==> config.mk <==
export PLATFORM = sky130hd
export DESIGN_NAME = io_out_capture
export DESIGN_NICKNAME = d
export VERILOG_FILES = /design/src/rtl/io_pkg.sv /design/src/rtl/io_sync_fifo.sv /design/src/rtl/io_out_capture.sv
export SDC_FILE = /design/constraint.sdc
export NUM_CORES = 1
export LEC_CHECK = 0
export BUFFER_PORTS_ARGS = -buffer_cell sky130_fd_sc_hd__buf_4
export CORE_ASPECT_RATIO = 0.5
export CORE_MARGIN = 2
export CORE_UTILIZATION = 50
export DETAILED_ROUTE_END_ITERATION = 10
export GPL_TIMING_DRIVEN = 0
export PLACE_DENSITY = 0.67
export SYNTH_ARGS = -nofsm -noshare
export SYNTH_HDL_FRONTEND = slang
export SYNTH_SLANG_ARGS = --single-unit
==> constraint.sdc <==
create_clock -name clk -period 4 [get_ports clk]
set_input_delay 1.2 -clock clk [delete_from_list [all_inputs] [get_ports clk]]
set_output_delay 1.2 -clock clk [all_outputs]
set_load 0.02 [all_outputs]
==> src/rtl/io_pkg.sv <==
// Shared definitions for the processor I/O capture blocks: the default byte
// width and a helper that sizes FIFO occupancy counters.
package io_pkg;

  localparam int IO_DATA_W = 8;

  // The counter must hold every value from 0 up to DEPTH, so it needs one more bit than a pointer.
  function automatic int occ_width(input int depth);
    return $clog2(depth) + 1;
  endfunction

endpackage

==> src/rtl/io_sync_fifo.sv <==
// Generic DEPTH x DATA_W synchronous FIFO with a registered head output.
// dout holds zero whenever the FIFO is empty.
module io_sync_fifo
  import io_pkg::*;
#(
  parameter int DATA_W = IO_DATA_W,
  parameter int DEPTH  = 4
) (
  input  logic                         clk,
  input  logic                         reset,
  input  logic                         push,
  input  logic                         pop,
  input  logic [DATA_W-1:0]            din,
  output logic [DATA_W-1:0]            dout,
  output logic                         full,
  output logic                         empty,
  output logic [occ_width(DEPTH)-1:0]  count
);

  localparam int PTR_W = $clog2(DEPTH);
  localparam int CNT_W = occ_width(DEPTH);
  localparam logic [PTR_W-1:0] PTR_ONE  = PTR_W'(1);
  localparam logic [CNT_W-1:0] CNT_ONE  = CNT_W'(1);
  localparam logic [CNT_W-1:0] CNT_FULL = CNT_W'(DEPTH);

  logic [DATA_W-1:0] mem [DEPTH];

  logic [PTR_W-1:0]  rd_ptr_q, rd_ptr_d;
  logic [PTR_W-1:0]  wr_ptr_q, wr_ptr_d;
  logic [CNT_W-1:0]  count_q, count_d;
  logic [DATA_W-1:0] head_q, head_d;
  logic              do_push, do_pop;

  assign full    = (count_q == CNT_FULL);
  assign empty   = (count_q == '0);
  assign do_pop  = pop & ~empty;
  assign do_push = push & (~full | do_pop);

  always_comb begin
    rd_ptr_d = rd_ptr_q;
    wr_ptr_d = wr_ptr_q;
    count_d  = count_q;
    head_d   = head_q;

    if (do_pop)  rd_ptr_d = rd_ptr_q + PTR_ONE;
    if (do_push) wr_ptr_d = wr_ptr_q + PTR_ONE;

    case ({do_push, do_pop})
      2'b10:   count_d = count_q + CNT_ONE;
      2'b01:   count_d = count_q - CNT_ONE;
      default: count_d = count_q;
    endcase

    // Look ahead to the next head entry; it may be the byte being written this cycle.
    if (count_d == '0)
      head_d = '0;
    else if (do_push && (wr_ptr_q == rd_ptr_d))
      head_d = din;
    else
      head_d = mem[rd_ptr_d];
  end

  always_ff @(posedge clk) begin
    if (do_push) mem[wr_ptr_q] <= din;
  end

  always_ff @(posedge clk) begin
    if (reset) begin
      rd_ptr_q <= '0;
      wr_ptr_q <= '0;
      count_q  <= '0;
      head_q   <= '0;
    end else begin
      rd_ptr_q <= rd_ptr_d;
      wr_ptr_q <= wr_ptr_d;
      count_q  <= count_d;
      head_q   <= head_d;
    end
  end

  assign dout  = head_q;
  assign count = count_q;

endmodule

==> src/rtl/io_out_capture.sv <==
// Captures bytes written on the processor output port into a FIFO and streams
// them out over valid/ready. Optional drop counter: IO_CAPTURE_DROPCNT_EN.
module io_out_capture
  import io_pkg::*;
#(
  parameter int DATA_W   = IO_DATA_W,
  parameter int DEPTH    = 4,
  parameter int EDGE_CAP = 1
) (
  input  logic                         clk,
  input  logic                         reset,
  input  logic [DATA_W-1:0]            cpu_out,
  input  logic                         cpu_outen,
  output logic [DATA_W-1:0]            m_data,
  output logic                         m_valid,
  input  logic                         m_ready,
  output logic [occ_width(DEPTH)-1:0]  count,
  output logic                         ovf
`ifdef IO_CAPTURE_DROPCNT_EN
  ,
  output logic [7:0]                   drop_cnt
`endif
);

  logic outen_q, outen_d;
  logic ovf_q, ovf_d;
  logic cap, push, pop, drop;
  logic full, empty;

  generate
    if (EDGE_CAP != 0) begin : g_edge
      assign cap = cpu_outen & ~outen_q;
    end else begin : g_level
      assign cap = cpu_outen;
    end
  endgenerate

  assign pop  = m_valid & m_ready;
  assign push = cap & (~full | pop);
  // A capture that arrives while full with nothing leaving is lost.
  assign drop = cap & full & ~pop;

  always_comb begin
    outen_d = cpu_outen;
    ovf_d   = ovf_q | drop;
  end

  always_ff @(posedge clk) begin
    if (reset) begin
      outen_q <= 1'b0;
      ovf_q   <= 1'b0;
    end else begin
      outen_q <= outen_d;
      ovf_q   <= ovf_d;
    end
  end

  io_sync_fifo #(
    .DATA_W (DATA_W),
    .DEPTH  (DEPTH)
  ) u_fifo (
    .clk   (clk),
    .reset (reset),
    .push  (push),
    .pop   (pop),
    .din   (cpu_out),
    .dout  (m_data),
    .full  (full),
    .empty (empty),
    .count (count)
  );

  assign m_valid = ~empty;
  assign ovf     = ovf_q;

`ifdef IO_CAPTURE_DROPCNT_EN
  logic [7:0] drop_cnt_q, drop_cnt_d;

  always_comb begin
    drop_cnt_d = drop_cnt_q;
    if (drop && (drop_cnt_q != 8'hFF)) drop_cnt_d = drop_cnt_q + 8'd1;
  end

  always_ff @(posedge clk) begin
    if (reset) drop_cnt_q <= 8'd0;
    else       drop_cnt_q <= drop_cnt_d;
  end

  assign drop_cnt = drop_cnt_q;
`endif

endmodule
## Word level (Yosys, flattened, before mapping)

Memories as Yosys holds them, arrays and structs flattened. A register that Yosys moved wholly into a read port is not among the register bits.
Index checks and enable logic that the tools add are counted.

- Output and inout bits: 13
- Memories: 1
- Register bits: 9
- Bits of input ports: 12
- Logic and storage cells: 34
- Memory bits (writable): 32

Memories:

| name | depth | width | rd ports | clocked after Yosys merged registers in | wr ports | line | RTL |
|---|---|---|---|---|---|---|---|
| u_fifo.mem | 4 | 8 | 1 | 1 | 1 | io_sync_fifo.sv:26 | `logic [DATA_W-1:0] mem [DEPTH];` |

- Bitwise gates (word level): 14
- Equality and inequality tests: 3
- Muxes and demuxes: 4
- Add/sub/neg operators: 4
- Reduce and logical (&&, ||, !) cells: 3

Operator list:

| operator | count |
|---|---|
| AND 1 bit | 7 |
| zero test 3 bit | 2 |
| one-hot mux 3 bit (2 select lines) | 1 |
| adder 2 x 1 -> 2 bit, second input constant | 2 |
| inverter 1 bit | 4 |
| adder 3 x 1 -> 3 bit, second input constant | 1 |
| == test 3 bit, second input constant | 1 |
| OR 1 bit | 3 |
| subtractor 3 x 1 -> 3 bit, second input constant | 1 |
| == test 2 x 1 -> 1 bit, second input constant | 1 |
| == test 2 bit, second input constant | 1 |
| 2-to-1 mux 1 bit | 2 |
| 2-to-1 mux 2 bit | 1 |
| OR reduction 2 bit | 1 |

## Depth between registers and ports, before layout

Gate-level depths: netlist of the first run.

- Depth in word-level cells: 10
- Depth in mapped cells: 12
- Mapped depth without buffers: 11

## Cells and area by module

Synthesis of the first run repeated with hierarchy kept, for this count alone.

- Cells, all modules: 223
- Area, all modules: 2442.3 µm²

By module, submodules not included:

| module | times used | cells each | area an instance (µm²) | sequential area each (µm²) |
|---|---|---|---|---|
| io_sync_fifo | 1 | 213 | 2336.0 | 1261.2 |
| io_out_capture | 1 | 10 | 106.4 | 40.0 |

## Least setup slack after synthesis of the first run

No wires, ideal clock.

- Path type: input-to-reg
- From: in m_ready
- To: reg u_fifo.head_q[4], in the netlist u_fifo.dout[4] (read register of u_fifo.mem)
- Buffers on the path: 0
- Data arrival time: 3317 ps
- Library setup time: 86 ps
- Slack: 597 ps
- Stages on the path: 11
- Data required time: 3914 ps
- Path through: nor4b_1 > nor3b_2 > inv_2 > ha_1 > inv_1 > fa_1 > xor2_1 > or3_1 > a21oi_1 > nor2_1 > a211oi_1

- Word-level cells in the longest chain between the ends: 8
- Elaborated cells between the ends (all ways): 12
- Classes of those cells: eq/ne: 2; mux: 2; bitwise: 6; reduce/logical: 2

RTL lines:

| item | line | RTL |
|---|---|---|
| start: declaration | io_out_capture.sv:16 | `input logic m_ready,` |
| AND 1 bit * | io_out_capture.sv:38 | `assign pop = m_valid & m_ready;` |
| OR 1 bit / AND 1 bit (equally long branches) | io_out_capture.sv:39, io_sync_fifo.sv:36 |  |
| AND 1 bit / OR 1 bit (equally long branches) | io_out_capture.sv:39, io_sync_fifo.sv:37 |  |
| AND 1 bit | io_sync_fifo.sv:37 | `assign do_push = push & (~full \| do_pop);` |
| == test 2 x 1 -> 1 bit / == test 2 bit (equally long branches) | io_sync_fifo.sv:48 | `case ({do_push, do_pop})` |
| one-hot mux 3 bit (2 select lines) | io_sync_fifo.sv:48 |  |
| zero test 3 bit | io_sync_fifo.sv:55 | `if (count_d == '0)` |
| OR reduction 2 bit (no line) | n/a |  |
| end: declaration | io_sync_fifo.sv:31 | `logic [DATA_W-1:0] head_q, head_d;` |

Mark *: on every way between the ends. The rest lies on a longest branch, timed or not.
A chain may end at the register's enable or synchronous reset.

## Worst setup path in the final report of the first run

Ends and elaborated chain as after synthesis.

==> results.yml, run 1 <==
synth:
  synth_fp_nets: 220
  syn_area_per_cell_um2: 11.9
  syn-cell-area_um2: 2410
  synthCells: 202
  synthAdderAreaFrac_pct: 3.43
  synth_top_area_share_pct: 39.9
  synth_edf_count: 32
  ys_async_sr_fraction_pct: 0
  ys_types: 35
  synth_xor_xnor_area_share_pct: 2.18
  synthMuxAreaShare_pct: 12.0
  synth.area.top_cells: "edfxtp_1 40%, dfxtp_1 14%, mux2i_1 6.7%, nand3b_1 4.4%, o21ai_0 4.4%"
  synth_seq_cells: 49
  ys_seq_area_share_pct: 54.1
  synth_top_family_by_area: "compound AO/OA/AOI/OAI gates"
  synthTopCellsByCount: "32 x edfxtp_1, 23 x nor2_1, 21 x o21ai_0"
  yosysMostFrequentCell: "edfxtp_1"
  post-synth-top-area-cell: "edfxtp_1"
  synth_compound_area_share_pct: 12.6
  synth_warnings: 0
  synth-simple-area-share_pct: 12.0
  synth_top_flop_cell: "edfxtp_1"
critical_path:
  crit_path_max_fanout: 10
  arrival_ps: 3960
  cp.required_ps: 4230
  critPathCaptureType: "flop"
  worstSetupPathType: "input port to flop"
  start_kind: "input port"
timing:
  fin_crit_ps: 3730
  timing.final.ws_setup_ps: 271
  report.final.slew_viol_count: 0
  post-route-period-util_pct: 93.2
  hold_viol: 0
  worstMarginPinSlew_ps: 639
  relSlewSlack_pct: 57.2
  fin_skew_ps: 8.58
  holdWs_ps: 500
  rsz0062_at_grt: "false"
  fmaxAchievable_mhz: 268
  setup_viol: 0
power_and_ir_drop:
  p_total_uw: 1750
  powerDensity_nw_per_um2: 638
  power_frac_comb_pct: 46.5
  p_sw_share_pct: 40.0
  p_leak_uw: 0.000979
  switching_power_uw: 699
  vdd_ir_drop_max_mv: 0.489
  p_int_uw: 1050
  p_seq_share_pct: 37.5
  clockPowerShare_pct: 16.0
final_layout:
  fin_nets: 250
  area_growth_pct: 14.0
  antenna_cells: 0
  final_util_pct: 60.8
  drive_above_1_share_pct: 16.7
clock_tree:
  clkSlewWorstSetupHoldPaths_ps: 90
  max-clock-path-buffers: 2
  cts_tree: "done"
  cts_buffers: 5
  hold_buffers: 0
  cts-htree-levels: 2
  clk_latency_ps: 310
  cts.sinks: 49
  clock-root-buffer: "clkbuf_8"
floorplanning:
  fp.dieW_um: 102
  row_count: 17
  core_um2: 4510
  ioPinCount: 25
  start_util_pct: 53.4
  dieArea_um2: 5420
  die_y_um: 53.1
routing:
  first_iter_violations: 109
  drt-met1-wl_mm: 2.58
  drc_errors: 0
  wl_met3_um: 350
  vias: 1688
  avgRoutedWirePerCell_um: 17.7
  ant_nets: 0
  drt_first_pass_iters: 4
  drt-total-wl_mm: 5.28
  wl_met2_mm: 2.27
  avgViaCountPerCell: 5.65
  top_layer_used: "met4"
outcome:
  outcome: "complete, no violations"
grt:
  grt_max_degree: 15
  grt_pass1_wl_mm: 8.32
  grt_usage_pct: 21.7
  grt-ovfl-total: 0
  grt_pass1_vias: 1632
  antenna_found_initial: 0
placed_design:
  hpwl_mm: 3.48
  io_buffers: 23
  pre_cts_slack_ps: -171
  gp_congestion: 0.777
job:
  cap_viol_max_count: 0
min_path:
  hp-class: "flop to flop"
-- area by class of cell --
| type | instances | area [um2] |
|---|---|---|
| Sequential cell | 49 | 1300 |
| Clock buffer | 7 | 76.3 |
| Multi-Input combinational cell | 132 | 1020 |
| Timing Repair Buffer | 23 | 173 |
| Tap cell | 66 | 82.6 |
| Inverter | 8 | 30.0 |
| Clock inverter | 1 | 3.75 |
| Buffer | 13 | 58.8 |
| Fill cell | 377 | 1770 |
-- path summary, 6_finish.rpt --
| path | slack (ps) | cells past startpoint | end | from |
|---|---|---|---|---|
| worst max-delay path | 270 | 12 | u_fifo.dout[4] | m_ready |
| worst min-delay path | 500 | 2 | ovf | ovf |
| worst max register to register | 740 | 11 | u_fifo.dout[4] | u_fifo.count[0] |
| worst min register to register | 500 | 2 | ovf | ovf |
-- layout by cell type, fill, tap and decap left out, drive strengths merged, types with 2 or more instances in the layout --
cell	Yosys	routed
inv	8	8
o21ai	23	23
and2	4	4
mux2i	16	16
or3	2	2
a211oi	2	2
nand3b	14	14
nor2	23	23
a221oi	8	8
xnor2	3	3
ha	5	5
nor2b	3	3
o31ai	9	9
clkbuf	9	16
edfxtp	32	32
buf	4	27
xor2	3	3
mux2	7	7
dfxtp	17	17
mux4	2	2
-- flip-flops by register name (all words and copies together) (netlist names) --
| register | cells |
|---|---|
| u_fifo.mem | 32 |
| u_fifo.dout | 8 |
| u_fifo.count | 3 |
| u_fifo.rd_ptr_q | 2 |
| u_fifo.wr_ptr_q | 2 |
| outen_q | 1 |
| ovf | 1 |
-- cells by family (layout without fill, tap and decap cells) --
logic type,Yosys count,count (layout)
AOI/OAI and AO/OA,44,44
adders and majority gates,6,6
buffers and inverters,21,52
DFF,49,49
xor gates and xnor gates,6,6
muxes,25,25
and+or+nand+nor,51,51
-- critical path, cell delays in order --
cell and delay, ps:
buf_4 100, o31ai_4 140, inv_2 200, clkbuf_1 480, ha_1 300, inv_1 70
fa_1 390, xor2_1 160, or3_1 300, a21oi_1 220, nor2_2 160, a211oi_1 220
-- repair_timing --
item,4_1_cts,5_1_grt
endpoints found under the setup margin,0,8
buffers inserted,0,0
resized for setup,0,1
endpoints found under the hold margin,0,0
-- per-stage QoR --
stage               setup TNS [ps]  std cells  area, um2
floorplan                        0        202       2410
global placement              -663        291       2660
detailed placement           -1300        291       2660
CTS                              0        299       2740
global route                     0        299       2740
finish                           0        299       2740
-- layer usage --
layer,global-route usage [%],vias to the layer above
met3,4.76,12
met5,0,-
met4,10.2,0
li1,-,813
met2,33.8,59
met1,29.3,804
-- power groups by stage --
| stage | sequential (uW) | clock, uW | combinational [uW] |
|---|---|---|---|
| after global routing | 665 | 305 | 891 |
| after detailed placement | 665 | 0 | 803 |
| after CTS | 655 | 286 | 808 |
| final | 656 | 280 | 814 |
| after global placement | 665 | 0 | 787 |
| after floorplan | 709 | 0 | 514 |
Note: power is estimated with default switching activity, not from simulation.
==> inputs of run 2 (changes only) <==
--- a/config.mk
+++ b/config.mk
@@ -8,10 +8,10 @@
 export BUFFER_PORTS_ARGS = -buffer_cell sky130_fd_sc_hd__buf_4
 export CORE_ASPECT_RATIO = 0.5
 export CORE_MARGIN = 2
-export CORE_UTILIZATION = 50
+export CORE_UTILIZATION = 45
 export DETAILED_ROUTE_END_ITERATION = 10
 export GPL_TIMING_DRIVEN = 0
-export PLACE_DENSITY = 0.67
+export PLACE_DENSITY = 0.62
 export SYNTH_ARGS = -nofsm -noshare
 export SYNTH_HDL_FRONTEND = slang
 export SYNTH_SLANG_ARGS = --single-unit
==> run 2 against run 1 <==
Compared with the run above:
- largest cell class unchanged
- register-to-register slack lost 80 ps
- total power up 2.3%
- non-clock buffer count unchanged
- combinational power rose by 2%
- wire length grew 7.4%
- sequential share of layout area decreased by 0.26 points
- critical path depth stayed put
- count of clock-buffer cells in the layout is 1 higher
- clock skew barely moved
- first-iteration DRC count increased by 50%
- global-route usage shrank 2.4 points
- via count decreased by 0.12%
==> results.yml, run 2 (synthesis results as in run 1) <==
floorplanning:
  ioPinCount: 25
  row_count: 18
  dieArea_um2: 5980
  fp.dieW_um: 107
  start_util_pct: 47.7
  core_um2: 5040
  die_y_um: 55.7
critical_path:
  arrival_ps: 4010
  critPathTopFamily: "buffers and inverters"
  worstSetupPathType: "input port to flop"
  crit_path_max_fanout: 10
  cpMaxStageDelayCell: "clkbuf_1"
  critPathCaptureType: "flop"
  cp.required_ps: 4220
  max_stage_delay_ps: 480
  worst-path-buf-inv: 4
  start_kind: "input port"
  path_cells: "buf_4 > o31ai_4 > inv_2 > clkbuf_1 > ha_1 > inv_1 > fa_1 > xor2_1 > or3_1 > a21oi_1 > nor2_2 > a211oi_1"
placed_design:
  pre_cts_slack_ps: -282
  gp_congestion: 0.761
  place_inst: 295
  hpwl_mm: 3.64
  io_buffers: 23
min_path:
  hp-class: "flop to flop"
clock_tree:
  clk_latency_ps: 300
  hold_buffers: 0
  cts_buffers: 5
  cts.sinks: 49
  post_cts_resized: 0
  clock-root-buffer: "clkbuf_8"
  postCtsSetupBuffers: 0
  clkSlewWorstSetupHoldPaths_ps: 90
  max-clock-path-buffers: 2
  cts_tree: "done"
  cts-htree-levels: 2
routing:
  drt-total-wl_mm: 5.67
  vias: 1686
  drt_first_pass_iters: 4
  avgRoutedWirePerCell_um: 18.7
  first_iter_violations: 163
  ant_nets: 0
  avgViaCountPerCell: 5.56
  drc_errors: 0
final_layout:
  final_cell_mix: "32 x edfxtp_1, 23 x buf_4, 22 x nor2_1, 21 x o21ai_0, 17 x dfxtp_1"
  final_cells: 303
  largest_reg_flops: 32
  antenna_cells: 0
  area_growth_pct: 14.7
  drive_above_1_share_pct: 17.2
  layout_commonest_cell: "edfxtp_1"
  top_register: "u_fifo.mem"
  fin_nets: 250
grt:
  grt_usage_pct: 19.3
  grt_pass1_wl_mm: 8.58
  grt-ovfl-total: 0
  antenna_found_initial: 0
  grt_pass1_vias: 1700
  grt_max_degree: 15
timing:
  setup-tns-final_ps: 0
  post-route-period-util_pct: 94.7
  report.final.slew_viol_count: 0
  fin_crit_ps: 3790
  fmaxAchievable_mhz: 264
  timing.final.ws_setup_ps: 213
  fin_skew_ps: 9.00
  relSlewSlack_pct: 56.0
  rsz0062_at_grt: "false"
  worstMarginPinSlew_ps: 658
  hold_viol: 0
  setup_viol: 0
power_and_ir_drop:
  p_total_uw: 1790
  powerDensity_nw_per_um2: 649
  vdd_ir_drop_max_mv: 0.517
  p_leak_uw: 0.000985
outcome:
  outcome: "complete, no violations"
job:
  cap_viol_max_count: 0
[run 2: path summary, 6_finish.rpt]
| check | start | endpoint | slack, ps | cells past startpoint |
|---|---|---|---|---|
| min | ovf | ovf | 500 | 2 |
| max reg2reg | u_fifo.count[0] | u_fifo.dout[4] | 660 | 11 |
| min reg2reg | ovf | ovf | 500 | 2 |
| max | m_ready | u_fifo.dout[4] | 210 | 12 |
[run 2: metal layers]
layer / routed length (um) / track usage (%) / share of wire (%)
met2: 2610 / 30.8 / 46
met1: 2610 / 26.3 / 46
met3: 385 / 4.45 / 6.8
met4: 72 / 6.04 / 1.3
met5: 0 / 0 / 0
[run 2: worst register-to-register path, cell delays in order, from the launching register on]
cell and delay, ps:
dfxtp_1 330, buf_6 140, o31ai_4 540, inv_2 230, clkbuf_1 330, ha_1 320, inv_1 80, fa_1 410
nor2b_1 160, a221oi_1 300, nor2_2 190, a211oi_1 250
[run 2: area by class of cell]
cell class | count | area [um2]
Clock buffer | 8 | 90.1
Sequential cell | 49 | 1300
Timing Repair Buffer | 23 | 173
Multi-Input combinational cell | 132 | 1020
Buffer | 13 | 58.8
Fill cell | 463 | 2290
Inverter | 8 | 30.0
Tap cell | 70 | 87.6
[run 2: report_power, final]
| group | internal [uW] | leakage [uW] | switching [uW] |
|---|---|---|---|
| clock network | 141 | 0.0000455 | 164 |
| logic | 319 | 0.000507 | 510 |
| registers | 612 | 0.000432 | 44.5 |
[run 2: stage by stage]
step / util, % / instance area, um2 / hold slack (ps)
global route: 54.7 / 2760 / 517
floorplan: - / 2410 / 510
global placement: 52.9 / 2670 / 458
CTS: 54.6 / 2760 / 507
detailed placement: 52.9 / 2670 / 471
finish: 54.7 / 2760 / 502
==> inputs of run 3 (changes only) <==
--- a/config.mk
+++ b/config.mk
@@ -11,7 +11,7 @@
 export CORE_UTILIZATION = 45
 export DETAILED_ROUTE_END_ITERATION = 10
 export GPL_TIMING_DRIVEN = 0
-export PLACE_DENSITY = 0.62
+export PLACE_DENSITY = 0.64
 export SYNTH_ARGS = -nofsm -noshare
 export SYNTH_HDL_FRONTEND = slang
 export SYNTH_SLANG_ARGS = --single-unit
==> constraint.sdc (replaced) <==
create_clock -name clk -period 3.21 [get_ports clk]
set_input_delay 0.963 -clock clk [delete_from_list [all_inputs] [get_ports clk]]
set_output_delay 0.963 -clock clk [all_outputs]
set_load 0.02 [all_outputs]
==> run 3 against run 2 <==
Compared with the run above:
- clock power increased by 16%
- core utilization up 0.20 points
- critical path depth fell by 1
- setup slack lost 52 ps
- final cell count down 0.33%
- global-route usage decreased by 0.83 points
- critical path type unchanged
- largest cell class unchanged
- highest routed layer unchanged
==> results.yml, run 3 (synthesis results as in run 1) <==
power_and_ir_drop:
  clockPowerShare_pct: 16.1
  vdd_ir_drop_max_mv: 0.502
  power_frac_comb_pct: 46.4
  powerDensity_nw_per_um2: 793
  switching_power_uw: 883
  p_seq_share_pct: 37.4
  p_leak_uw: 0.000986
  p_sw_share_pct: 40.2
  p_int_uw: 1310
floorplanning:
  row_count: 18
  fp.dieW_um: 107
  core_um2: 5040
  start_util_pct: 47.7
  dieArea_um2: 5980
  die_y_um: 55.7
  ioPinCount: 25
grt:
  grt_usage_pct: 18.5
  grt_pass1_wl_mm: 8.25
  grt_max_degree: 18
  grt_pass1_vias: 1638
  antenna_found_initial: 0
  grt-ovfl-total: 0
critical_path:
  critPathCaptureType: "flop"
  regToRegStartpoint: "u_fifo.count[0]"
  crit_start: "m_ready"
  cpMaxStageDelayCell: "fa_1"
  start_kind: "input port"
  crit_path_max_fanout: 17
  max_stage_delay_ps: 370
  arrival_ps: 3270
  worstSetupPathType: "input port to flop"
  cp.required_ps: 3440
  path_cells: "buf_4 > o31ai_4 > inv_2 > ha_1 > inv_1 > fa_1 > xor2_1 > or3_1 > a21oi_1 > nor2_2 > a211oi_1"
clock_tree:
  max-clock-path-buffers: 2
  clock-root-buffer: "clkbuf_8"
  cts-htree-levels: 2
  clk_latency_ps: 300
  cts_buffers: 5
  cts.sinks: 49
  cts_tree: "done"
  postCtsSetupBuffers: 0
  clkSlewWorstSetupHoldPaths_ps: 90
  hold_buffers: 0
final_layout:
  largest_reg_flops: 32
  drive_above_1_share_pct: 18.1
  final_util_pct: 54.9
  fin_area_um2: 2770
  final_cell_mix: "32 x edfxtp_1, 23 x buf_4, 22 x nor2_1, 21 x o21ai_0, 17 x dfxtp_1"
  top_register: "u_fifo.mem"
  layout_commonest_cell: "edfxtp_1"
  final_cells: 302
  antenna_cells: 0
  fin_nets: 249
  area_growth_pct: 15.1
timing:
  fmaxAchievable_mhz: 328
  hold_viol: 0
  fin_crit_ps: 3050
  worstMarginPinSlew_ps: 579
  rsz0062_at_grt: "false"
  fin_skew_ps: 6.94
  setup-tns-final_ps: 0
  report.final.slew_viol_count: 0
  timing.final.ws_setup_ps: 161
  relSlewSlack_pct: 61.4
  setup_viol: 0
  post-route-period-util_pct: 95.0
placed_design:
  placed_cell_area_um2: 2670
  hpwl_mm: 3.50
  pre_cts_slack_ps: -763
  place_inst: 295
  gp_congestion: 0.818
  io_buffers: 23
min_path:
  hp-class: "flop to flop"
  worstHoldStart: "ovf"
routing:
  drt-total-wl_mm: 5.30
  vias: 1691
  first_iter_violations: 119
  drt_first_pass_iters: 4
  ant_nets: 0
  drc_errors: 0
  avgViaCountPerCell: 5.60
  avgRoutedWirePerCell_um: 17.5
job:
  cap_viol_max_count: 0
outcome:
  outcome: "complete, no violations"
## run 3: metal layers
layer	up-vias	GRT usage, %	wire [um]
met5	-	0	0
met4	0	4.76	47
met3	8	4.33	420
met2	65	28.3	2290
met1	811	26.5	2540
li1	807	-	-
## run 3: final cells by class
cell class	count	area (um2)
fillers	454	2280
flip-flops and latches	49	1300
multi-input cells	132	1040
repair buffers	23	173
well taps	70	87.6
clock buffers	6	72.6
plain buffers	12	55.1
inverters	8	30.0
clock inverters	2	10.0
## run 3: through the flow
step	hold WS, ps	total power [uW]
final	489	2200
after global routing	560	2330
after CTS	502	2190
after detailed placement	477	1830
after global placement	460	1810
after floorplan	510	1520
## run 3: worst paths after layout
kind                                        to  slack, ps  cells after the start
worst max-delay path            u_fifo.dout[4]        160                     11
worst min-delay path                       ovf        490                      2
worst max register to register  u_fifo.dout[4]        230                     10
worst min register to register             ovf        490                      2
## run 3: power groups by stage
stage | sequential (uW) | combinational, uW | clock (uW)
finish | 821 | 1020 | 354
global route | 830 | 1110 | 392
CTS | 818 | 1010 | 364
detailed placement | 831 | 1000 | 0
global placement | 829 | 984 | 0
floorplan | 883 | 641 | 0
## run 3: what timing repair did
action / 4_1_cts / 5_1_grt
gates cloned: 0 / 0
endpoints found under the setup margin: 8 / 8
gates resized for setup: 2 / 2
## run 3: worst max-delay path, delay by kind of cell
family / cells / cell delay (ps)
adder cells (fa/ha/maj): 2 / 620
AND/OR/NAND/NOR: 2 / 470
XOR/XNOR: 1 / 160
AO/OA/AOI/OAI: 3 / 570
buffers and inverters: 3 / 480
